$ cat src/rtl/rv_pkg.sv
// rv_pkg: RV32I opcodes, decode field widths and immediate format types.
package rv_pkg;
   localparam int OPCODE_W = 7;
   localparam int REG_W    = 5;
   localparam int FUNCT3_W = 3;
   localparam logic [OPCODE_W-1:0] OP_LUI    = 7'b0110111;
   localparam logic [OPCODE_W-1:0] OP_AUIPC  = 7'b0010111;
   localparam logic [OPCODE_W-1:0] OP_JAL    = 7'b1101111;
   localparam logic [OPCODE_W-1:0] OP_JALR   = 7'b1100111;
   localparam logic [OPCODE_W-1:0] OP_BRANCH = 7'b1100011;
   localparam logic [OPCODE_W-1:0] OP_LOAD   = 7'b0000011;
   localparam logic [OPCODE_W-1:0] OP_STORE  = 7'b0100011;
   localparam logic [OPCODE_W-1:0] OP_IMM    = 7'b0010011;
   localparam logic [OPCODE_W-1:0] OP_OP     = 7'b0110011;
   typedef enum logic [2:0] {IMM_I, IMM_S, IMM_B, IMM_U, IMM_J, IMM_NONE} imm_type_e;
endpackage

$ cat src/rtl/rv_imm_gen.sv
// rv_imm_gen: classifies the immediate format of an instruction and sign-extends it to XLEN.
module rv_imm_gen
   import rv_pkg::*;
#(
   parameter int XLEN = 32
) (
   input  logic [31:0]     i_instr,
   output imm_type_e       o_imm_type,
   output logic [XLEN-1:0] o_imm
);
   logic [31:0] w_i;
   logic [31:0] w_imm32;
   assign w_i = i_instr;
   always_comb begin
      case (w_i[6:0])
         OP_LOAD, OP_IMM, OP_JALR: o_imm_type = IMM_I;
         OP_STORE:                 o_imm_type = IMM_S;
         OP_BRANCH:                o_imm_type = IMM_B;
         OP_LUI, OP_AUIPC:         o_imm_type = IMM_U;
         OP_JAL:                   o_imm_type = IMM_J;
         default:                  o_imm_type = IMM_NONE;
      endcase
   end
   assign w_imm32 =
      (o_imm_type == IMM_I) ? {{20{w_i[31]}}, w_i[31:20]} :
      (o_imm_type == IMM_S) ? {{20{w_i[31]}}, w_i[31:25], w_i[11:7]} :
      (o_imm_type == IMM_B) ? {{19{w_i[31]}}, w_i[31], w_i[7], w_i[30:25], w_i[11:8], 1'b0} :
      (o_imm_type == IMM_U) ? {w_i[31:12], 12'b0} :
      (o_imm_type == IMM_J) ? {{11{w_i[31]}}, w_i[31], w_i[19:12], w_i[20], w_i[30:21], 1'b0} :
      32'b0;
   assign o_imm = XLEN'($signed(w_imm32));
endmodule

$ cat src/rtl/id_operand_stage.sv
// id_operand_stage: RV32I decode/operand fetch with writeback bypass, busy scoreboard
// and a valid/ready ID/EX pipeline register.
module id_operand_stage
   import rv_pkg::*;
#(
   parameter int XLEN  = 32,
   parameter int NREGS = 32
) (
   input  logic                clk,
   input  logic                reset,
   input  logic                if_valid,
   output logic                if_ready,
   input  logic [31:0]         if_instr,
   input  logic [XLEN-1:0]     if_pc,
   output logic [REG_W-1:0]    rf_raddr1,
   output logic [REG_W-1:0]    rf_raddr2,
   input  logic [XLEN-1:0]     rf_rdata1,
   input  logic [XLEN-1:0]     rf_rdata2,
   input  logic                wb_valid,
   input  logic [REG_W-1:0]    wb_rd,
   input  logic [XLEN-1:0]     wb_data,
   input  logic                flush,
   output logic                ex_valid,
   input  logic                ex_ready,
   output logic [XLEN-1:0]     ex_pc,
   output logic [XLEN-1:0]     ex_rs1_val,
   output logic [XLEN-1:0]     ex_rs2_val,
   output logic [XLEN-1:0]     ex_imm,
   output logic [REG_W-1:0]    ex_rd,
   output logic [OPCODE_W-1:0] ex_opcode,
   output logic [FUNCT3_W-1:0] ex_funct3,
   output logic                ex_funct7b5,
   output logic                ex_regwrite,
   output logic                ex_illegal
);
   logic [OPCODE_W-1:0] w_opcode;
   logic [REG_W-1:0]    w_rd, w_rs1, w_rs2;
   imm_type_e           w_imm_type;
   logic [XLEN-1:0]     w_imm, w_rs1_val, w_rs2_val;
   logic                w_legal, w_use_rs1, w_use_rs2, w_regwrite;
   logic                w_hazard, w_slot_free, w_issue;
   logic [NREGS-1:0]    r_busy, w_wb_mask, w_kill_mask, w_set_mask, w_pend, w_busy_nxt;
   assign w_opcode  = if_instr[6:0];
   assign w_rd      = if_instr[11:7];
   assign w_rs1     = if_instr[19:15];
   assign w_rs2     = if_instr[24:20];
   assign rf_raddr1 = w_rs1;
   assign rf_raddr2 = w_rs2;
   rv_imm_gen #(.XLEN(XLEN)) u_imm (
      .i_instr    (if_instr),
      .o_imm_type (w_imm_type),
      .o_imm      (w_imm)
   );
   // Every legal class except OP carries an immediate, so the format doubles as the decoder.
   assign w_legal    = (w_imm_type != IMM_NONE) || (w_opcode == OP_OP);
   assign w_use_rs1  = w_legal && !(w_imm_type inside {IMM_U, IMM_J});
   assign w_use_rs2  = (w_imm_type inside {IMM_S, IMM_B}) || (w_opcode == OP_OP);
   assign w_regwrite = w_legal && !(w_imm_type inside {IMM_S, IMM_B}) && (w_rd != '0);
   assign w_rs1_val  = (w_rs1 == '0) ? '0 : (wb_valid && wb_rd == w_rs1) ? wb_data : rf_rdata1;
   assign w_rs2_val  = (w_rs2 == '0) ? '0 : (wb_valid && wb_rd == w_rs2) ? wb_data : rf_rdata2;
   assign w_wb_mask   = wb_valid ? (NREGS'(1) << wb_rd) : '0;
   assign w_kill_mask = (flush && ex_valid && ex_regwrite) ? (NREGS'(1) << ex_rd) : '0;
   assign w_pend      = r_busy & ~w_wb_mask;
   assign w_hazard    = (w_use_rs1 && w_pend[w_rs1]) || (w_use_rs2 && w_pend[w_rs2]) ||
                        (w_regwrite && w_pend[w_rd]);
   assign w_slot_free = !ex_valid || ex_ready;
   assign if_ready    = w_slot_free && !w_hazard && !flush;
   assign w_issue     = if_valid && if_ready;
   assign w_set_mask  = (w_issue && w_regwrite) ? (NREGS'(1) << w_rd) : '0;
   assign w_busy_nxt  = ((r_busy & ~w_wb_mask & ~w_kill_mask) | w_set_mask) & ~NREGS'(1);
   always_ff @(posedge clk or posedge reset) begin
      if (reset) begin
         r_busy      <= '0;
         ex_valid    <= 1'b0;
         ex_pc       <= '0;
         ex_rs1_val  <= '0;
         ex_rs2_val  <= '0;
         ex_imm      <= '0;
         ex_rd       <= '0;
         ex_opcode   <= '0;
         ex_funct3   <= '0;
         ex_funct7b5 <= 1'b0;
         ex_regwrite <= 1'b0;
         ex_illegal  <= 1'b0;
      end else begin
         r_busy <= w_busy_nxt;
         if (w_issue) begin
            ex_valid    <= 1'b1;
            ex_pc       <= if_pc;
            ex_rs1_val  <= w_rs1_val;
            ex_rs2_val  <= w_rs2_val;
            ex_imm      <= w_imm;
            ex_rd       <= w_rd;
            ex_opcode   <= w_opcode;
            ex_funct3   <= if_instr[14:12];
            ex_funct7b5 <= if_instr[30];
            ex_regwrite <= w_regwrite;
            ex_illegal  <= !w_legal;
         end else if (w_slot_free || flush) begin
            ex_valid <= 1'b0;
         end
      end
   end
endmodule

$ cat config.mk
export PLATFORM = sky130hd
export DESIGN_NAME = id_operand_stage
export DESIGN_NICKNAME = d
export VERILOG_FILES = /design/src/rtl/rv_pkg.sv /design/src/rtl/rv_imm_gen.sv /design/src/rtl/id_operand_stage.sv
export SDC_FILE = /design/constraint.sdc
export NUM_CORES = 1
export LEC_CHECK = 0
export CAP_MARGIN = 20
export CORE_ASPECT_RATIO = 1.4
export CORE_MARGIN = 4
export CORE_UTILIZATION = 52
export CTS_BUF_LIST = sky130_fd_sc_hd__clkbuf_4 sky130_fd_sc_hd__clkbuf_8
export CTS_CLUSTER_SIZE = 16
export DETAILED_ROUTE_END_ITERATION = 6
export PLACE_DENSITY = 0.93
export SLEW_MARGIN = 30
export SYNTH_ARGS = -nofsm -noshare
export SYNTH_HDL_FRONTEND = slang
export SYNTH_SLANG_ARGS = --single-unit
$ cat constraint.sdc
create_clock -name clk -period 17.45 [get_ports clk]
set_clock_uncertainty 0.1 [all_clocks]
set_input_delay 3.49 -clock clk [delete_from_list [all_inputs] [get_ports clk]]
set_output_delay 3.49 -clock clk [all_outputs]
set_load 0.02 [all_outputs]
# Word level (Yosys, flattened, before mapping)
# Cells that the tools add are included.
totals:
  regBits: 178
  latchBits: 0
  mem_bits_rw: 0
  mem_bits_ro: 0
  elab_cells: 95
  n_memories: 0
classes:
  add_sub_neg: 0
  mul: 0
  div: 0
  order_cmp: 3
  eq_ne: 16
  shift: 3
  n_mux: 21
  bitwise: 5
  n_reduce_logical: 35
ops:
  columns: ["cell", "count"]
  rows:
  - ["2-to-1 mux 32 bit", 12]
  - ["left shift 1 x 5 -> 32 bit, first input constant", 3]
  - ["bitwise AND 32 bit", 2]
  - ["NOT 32 bit", 2]
  - ["OR 32 bit", 1]
  - ["equality test 7 x 6 -> 1 bit, second input constant", 3]
  - ["equality test 7 bit, second input constant", 3]
  - ["less-than comparator 5 x 6 -> 1 bit, second input constant", 3]
  - ["binary-select mux 1 bit (select 5 bit)", 3]
  - ["case mux 3 bit (5 select lines)", 1]
  - ["equality test 7 x 5 -> 1 bit, second input constant", 2]
  - ["logical AND 1 bit", 14]
  - ["equality test 5 bit", 2]
  - ["zero test 5 bit", 2]
  - ["equality test 7 x 2 -> 1 bit, second input constant", 1]
  - ["equality test 3 x 2 -> 1 bit, second input constant", 2]
  - ["zero test 1 bit", 6]
  - ["logical OR 1 bit", 6]
  - ["nonzero test 2 bit", 3]
  - ["2-to-1 mux 1 bit", 5]
  - ["nonzero test 5 bit", 1]
  - ["equality test 3 x 1 -> 1 bit, second input constant", 1]
  - ["equality test 3 bit, second input constant", 1]
  - ["zero test 3 bit", 1]
  - ["other kinds (3)", 3]

# Logic depth before layout (Yosys ltp)
depth:
  ltp_word: 17
  depth_mapped: 13

# Modules after synthesis
# Synthesis repeated with hierarchy kept, for this count alone.
hier_totals:
  cells_unflattened: 941
  hier_area_um2: 10415.0
modules_own_cells:
  columns: ["module", "n_inst", "cells_each", "area_per_inst_um2"]
  rows:
  - ["id_operand_stage", 1, 849, 9838.2]
  - ["rv_imm_gen", 1, 92, 576.8]

# Worst setup path before layout
# OpenSTA, ideal clock, no wires.
synth_path:
  path_type: "input to output"
  startpoint: "in wb_rd[2]"
  endpoint: "out if_ready"
  arrival_ns: 5.598
  required_time_ns: 13.860
  slack_ns: 8.262
  path_stages: 8
  cell_sequence: "buf_4 or4b_4 o21ai_2 o32ai_1 nor4_2 o211ai_1 nand4_1 nor4bb_1"
synth_between:
  elab_chain_cells: 12
  word_cells_on_any_way: 18
synth_lines:
  columns: ["element", "line_no", "text"]
  rows:
  - ["start: declaration", "id_operand_stage.sv:20", "input logic [REG_W-1:0] wb_rd,"]
  - ["left shift 1 x 5 -> 32 bit *", "id_operand_stage.sv:61", "assign w_wb_mask = wb_valid ? (NREGS'(1) << wb_rd) : '0;"]
  - ["2-to-1 mux 32 bit *", "id_operand_stage.sv:61", null]
  - ["NOT 32 bit *", "id_operand_stage.sv:63", "assign w_pend = r_busy & ~w_wb_mask;"]
  - ["bitwise AND 32 bit *", "id_operand_stage.sv:63", null]
  - ["binary-select mux 1 bit (select 5 bit)", "id_operand_stage.sv:64", "assign w_hazard = (w_use_rs1 && w_pend[w_rs1]) || (w_use_rs2 && w_pend[w_rs2]) ||"]
  - ["2-to-1 mux 1 bit (not written as such)", "id_operand_stage.sv:64", null]
  - ["logical AND 1 bit", "id_operand_stage.sv:64", null]
  - ["logical OR 1 bit", "id_operand_stage.sv:64", null]
  - ["logical OR 1 bit *", "id_operand_stage.sv:64", null]
  - ["zero test 1 bit *", "id_operand_stage.sv:67", "assign if_ready = w_slot_free && !w_hazard && !flush;"]
  - ["logical AND 1 bit * (2 in a row)", "id_operand_stage.sv:67", null]
  - ["end: declaration", "id_operand_stage.sv:12", "output logic if_ready,"]
# Every way passes the cells marked *; elsewhere a longest branch is shown, timed or not. The select of a mux whose other input is x is not followed.

# Final worst setup path
layout_path:
  startpoint: "in if_instr[8]"
  endpoint: "out if_ready"
layout_between:
  elab_chain_cells: 7
  word_cells_on_any_way: 9
layout_lines:
  columns: ["element", "line_no", "text"]
  rows:
  - ["start: declaration", "id_operand_stage.sv:13", "input logic [31:0] if_instr,"]
  - ["binary-select mux 1 bit (select 5 bit) or nonzero test 5 bit (tied branches)", "id_operand_stage.sv:65, id_operand_stage.sv:58", null]
  - ["2-to-1 mux 1 bit (not written as such) or logical AND 1 bit (tied branches)", "id_operand_stage.sv:65, id_operand_stage.sv:58", null]
  - ["logical AND 1 bit *", "id_operand_stage.sv:65", "(w_regwrite && w_pend[w_rd]);"]
  - ["logical OR 1 bit *", "id_operand_stage.sv:64", null]
  - ["zero test 1 bit *", "id_operand_stage.sv:67", null]
  - ["logical AND 1 bit * (2 in a row)", "id_operand_stage.sv:67", null]
# Marks and branches as above.

==> out/qor.yml <==
status: "finished clean"
grt_pass1_wl_mm: 53.44
r2r_slack_ps: 12820
cp-end-kind: "output pin"
cts_inserted_buffers: 17
layout.cells.most_common: "clkdlybuf4s50_1"
crit_arrival_ps: 7000
cts_resized: 0
finalHoldViolCount: 0
syn_to_final_growth_pct: 34.64
synth_nets: 1081
dpl_cell_area_um2: 13360
layoutNonFillerInstCount: 1447
dieHeight_um: 173.8
first_pass_iters: 6
fp.dieArea_um2: 21980
yosys_warnings: 0
drive_above_1_share_pct: 15.94
yosysSeqAreaShare_pct: 43.61
drcViolationCount: 0
tritoncts: "built"
io_pins: 329
nets: 1356
drt_wl_total_mm: 34.94
finalPower_mw: 1.200
pre_cts_ws_ps: 6927
finalMaxSlewViolations: 0
synth-edff-count: 0
cts_root_buf: "clkbuf_8"
rsz0062_at_grt: "no"
grt_max_degree: 73
crit_type: "in2out"
crit_path_cell_trace: "clkdlybuf4s50_1 -> nand2_1 -> o32ai_1 -> a211oi_1 -> a2111oi_0 -> nor4b_1 -> nand3_1 -> nand2_1 -> nor4bb_1 -> clkdlybuf4s50_1"
syn-instance-count: 910
hp-class: "reg2reg"
ys_async_sr_fraction_pct: 100.0
clkPwrFrac_pct: 23.2
cp-start-kind: "input pin"
grt_util_all_layers_pct: 31.08
place_inst: 1414
viasPerCell: 6.198
postSynth.topFlopCell: "dfrtp_1"
sw_frac_of_total_pct: 33.63
holdCritStartpoint: "ex_illegal$_DFFE_PP0P_"
synth.avg_cell_area_um2: 11.22
start_util_pct: 52.94
setup_ws_ps: 6859
p_seq_share_pct: 42.4
utilization_pct: 71.28
grt_pass1_vias: 9618
gp_congestion: 1.086
reg2reg_depth: 9
multi_input_area_um2: 5094
fin_crit_ps: 10590
hold_ws_ps: 413.4
rows: 60
r2r_start: "r_busy[25]$_DFF_PP0_"
drt_iter0_markers: 837
r2r_end: "ex_rs2_val[17]$_DFFE_PP0P_"
netlist_area_um2: 10210
core-area_um2: 19290
path_max_fanout: 18
hpwl_mm: 26.01
ys_ff_latch: 178
cts_setup_buffers: 0
num_vias: 8969
setup_viol: 0
tns_ps: 0
chipWidth_um: 126.4
routedWlPerCell_um: 24.15
final_cell_mix: "clkdlybuf4s50_1 (328), dfrtp_1 (178), mux2i_1 (97)"
cpPeakStageDelay_ps: 1030
clkSinkCount: 178
crit_slowest_cell: "clkdlybuf4s50_1"
cap_violations: 0
fillers: 1325
required_ps: 13860
synth.distinct_cells: 67
h-tree-depth: 4
power_frac_comb_pct: 34.4
fmaxAchievable_mhz: 94.42
p_leak_nw: 5.827
p_sw_uw: 403.7
cts_buffer_depth: 2
relSlewSlack_pct: 38.14
period_share_pct: 60.69
clkSlewWorstSetupHoldPaths_ps: 90
cp-endpoint: "if_ready"
crit_start: "if_instr[8]"
fin_area_um2: 13750
antenna_found_initial: 1
portBuffers: 328
seq_area_um2: 4454
clkLatencyLatePin_ps: 470
tightest_slew_ps: 927.9
power_density_nw_per_um2: 87.29
p_int_uw: 796.6
ant_nets: 0
ir_drop_mv: 0.06908
grt_overflow_total: 0
ctsHoldBuffers: 0
-- registers in the layout, indices dropped and copies added, names as in the netlist --
name         cells
ex_pc           32
ex_funct7b5      1
ex_funct3        3
ex_regwrite      1
ex_rd            5
ex_rs2_val      32
ex_illegal       1
ex_imm          32
ex_opcode        7
ex_rs1_val      32
ex_valid         1
r_busy          31
-- how the worst min path moves through the flow --
stage	cells after the start	endpoint	slack [ps]
3_5_place_dp	1	ex_rs1_val[23]$_DFFE_PP0P_	390
5_1_grt	1	ex_pc[4]$_DFFE_PP0P_	430
3_3_place_gp	1	ex_rs2_val[19]$_DFFE_PP0P_	390
4_1_cts	1	ex_illegal$_DFFE_PP0P_	420
2_1_floorplan	2	ex_imm[10]$_DFFE_PP0P_	500
6_report	1	ex_illegal$_DFFE_PP0P_	410
-- critical path, delay by kind of cell --
family | cells | cell delay, ps
buffers and inverters | 2 | 1690
AOI/OAI and AO/OA | 3 | 840
and+or+nand+nor | 5 | 990
-- cell usage after synthesis, types with 3 or more instances --
library cell	number	area (um^2)
a211oi_1	5	37.54
a21oi_1	58	290.3
a22o_1	5	43.79
a22oi_1	11	82.58
a41o_1	31	310.3
a41oi_1	3	26.28
and3_1	6	37.54
and3b_1	5	43.79
buf_1	12	45.04
buf_12	7	140.1
buf_2	12	60.06
buf_4	21	157.7
buf_6	6	67.56
clkbuf_1	24	90.09
dfrtp_1	178	4454
inv_1	34	127.6
mux2_2	60	675.7
mux2_4	63	945.9
mux2i_1	97	970.9
mux4_2	6	135.1
nand2_1	28	105.1
nand2b_1	7	43.79
nand3_1	7	35.03
nand4_1	4	25.02
nand4bb_1	3	33.78
nor2_1	84	315.3
nor2b_1	4	25.02
nor3_1	10	50.05
nor3b_1	9	67.56
nor4_1	6	37.54
nor4b_1	3	26.28
o211ai_1	10	75.07
o21ai_0	27	135.1
o21ai_1	8	40.04
o22ai_1	3	18.77
o311ai_0	3	26.28
or2_2	3	18.77
xor2_1	10	87.58
-- power groups by stage --
stage	clock network [mW]	logic [mW]	registers, mW
after floorplan	0	0.145	0.581
after global placement	0	0.404	0.511
after detailed placement	0	0.412	0.515
after CTS	0.283	0.413	0.509
after global routing	0.300	0.432	0.516
final	0.278	0.413	0.509
-- cells by family after synthesis --
kind of cell              count (synthesis)  share of synthesized area [%]
muxes                                   226                          26.71
and+or+nand+nor                         195                          9.849
AOI/OAI and AO/OA                       180                          11.94
DFF                                     178                          43.61
buffers and inverters                   119                          6.860
xor gates and xnor gates                 12                          1.029
-- layout make-up --
class,count,area share (%)
timing repair buffer,339,24.56
tap,248,2.256
clock inverter,13,0.8189
antenna,1,0.01820
inverter,36,1.019
sequential,178,32.39
clock buffer,19,1.902
multi-input combinational,613,37.04
-- routing by layer --
layer	up-vias	wire length [um]	track usage [%]
li1	3859	-	-
met1	4355	12020	33.90
met2	589	17660	53.71
met3	166	3025	8.138
met4	0	2235	18.38
met5	-	0	0
(Power assumes the default switching activity.)
==> RTL edit, RTL diff (same settings) <==
`XLEN` is set to 32 in 2 places; all go to 48.
--- a/src/rtl/rv_imm_gen.sv
+++ b/src/rtl/rv_imm_gen.sv
@@ -3,5 +3,5 @@
    import rv_pkg::*;
 #(
-   parameter int XLEN = 32
+   parameter int XLEN = 48
 ) (
    input  logic [31:0]     i_instr,
--- a/src/rtl/id_operand_stage.sv
+++ b/src/rtl/id_operand_stage.sv
@@ -4,5 +4,5 @@
    import rv_pkg::*;
 #(
-   parameter int XLEN  = 32,
+   parameter int XLEN  = 48,
    parameter int NREGS = 32
 ) (
Interface: changed (8 resized); port bits go from 329 to 457. No check against the original RTL was run, so the function may have changed too.
==> RTL edit against the unedited design <==
Worst setup slack worse by 0.43 ns. Final area up 32%. Worst hold slack worse by 0.011 ns. Wire length increased by 49%. Sequential cell count is 48 higher. Synthesized cell count up 26%. Total power grew 53%. Cell count grew 30%. Global-route usage grew 5.4 points. Area after synthesis up 27%. Combinational power up 53%. Critical endpoint unchanged. Largest cell class unchanged.
==> RTL edit: results (changes against the unedited design) <==
R2R Path Start=r_busy[12]$_DFF_PP0_; reg-to-reg slack, setup=12.18 ns (-0.64 ns); vias in the first global route=12,000 (+25%); CTS Buf Count=38 (+21); worst hold margin=0.403 ns (-0.0107 ns); Pre-antenna DRT Iters=7 (+1); post-placement cell area=0.0173 mm2 (+30%); Worst-path clk slew=0.06 ns (-0.03 ns); Hold Path Sink=ex_rs1_val[25]$_DFFE_PP0P_; Final nets=1,772 (+31%); 1st-iter DRT viols=875 (+4.5%); Buffers on Ports=456 (+39%); CTS Buffer Depth=3 (+1); RD Place Congestion=1.02 (-6.1%); vias=11,500 (+28%); worst skew pair latency=0.56 ns (+0.09 ns); share of layout cells above drive strength 1=17.8% (+1.9 points); H-tree levels=2 (-2); Peak VDD IR=0.0782 mV (+13%); GR Util All Layers=36.5% (+5.4 points); status=completed; initial antenna violation count=11 (+10); leakage power=7.75 nW (+33%); worst hold path startpoint=ex_rs1_val[25]$_DFFE_PP0P_; sequential share of the synthesized area=43.6% (about the same); Critical Path Fanout Max=19 (+1)
[RTL edit: cell count changes after synthesis, sizes merged, moves of 6 or more]
cell / change
a22oi: -11
o21ai: +20
clkbuf: +36
a41o: -12
nor2: +38
a31o: +6
a21oi: -15
o2111ai: +11
mux2: +44
mux2i: +20
dfrtp: +48
o211ai: +23
o31ai: +10
[RTL edit: kinds of logic after synthesis]
logic type,after synthesis,synth area share [%]
multiplexers,290,28.0
AND/OR/NAND/NOR,241,8.99
flip-flops,226,43.6
AO/OA/AOI/OAI,224,11.9
buffers and inverters,158,6.74
XOR/XNOR,11,0.743
[RTL edit: cell type report]
type	instances	area (um2)
multi-input cells	766	6490
fillers	1567	6380
flip-flops and latches	226	5660
repair buffers	470	4680
clock buffers	63	773
well taps	315	394
inverters	35	139
clock inverters	6	63.8
diodes	7	17.5
[RTL edit: where the power goes]
part / switching (mW) / internal, mW / total, mW / leakage [nW]
clock: 0.225 / 0.296 / 0.521 / 0.446
sequential: 0.0641 / 0.612 / 0.676 / 2.79
combinational: 0.306 / 0.327 / 0.633 / 4.52
[RTL edit: metrics by stage]
stage / cells / utilization (%)
floorplan: 1150 / -
global placement: 1812 / 70.4
detailed placement: 1812 / 70.5
CTS: 1881 / 73.9
global route: 1887 / 74.0
finish: 1888 / 74.0
[RTL edit: routing by layer]
layer  wire (um)  track usage, %
met4        3480            20.9
met1       17800            40.3
met5          52               0
met2       26100            62.4
met3        4720            10.4
[RTL edit: how the worst max path moves through the flow]
stage,startpoint,endpoint,slack [ns]
2_1_floorplan,reset,ex_funct3[0]$_DFFE_PP0P_,7.67
3_3_place_gp,if_instr[20],if_ready,6.55
4_1_cts,if_instr[20],if_ready,6.54
6_report,if_instr[20],if_ready,6.43
3_5_place_dp,if_instr[20],if_ready,6.56
5_1_grt,if_instr[20],if_ready,6.26
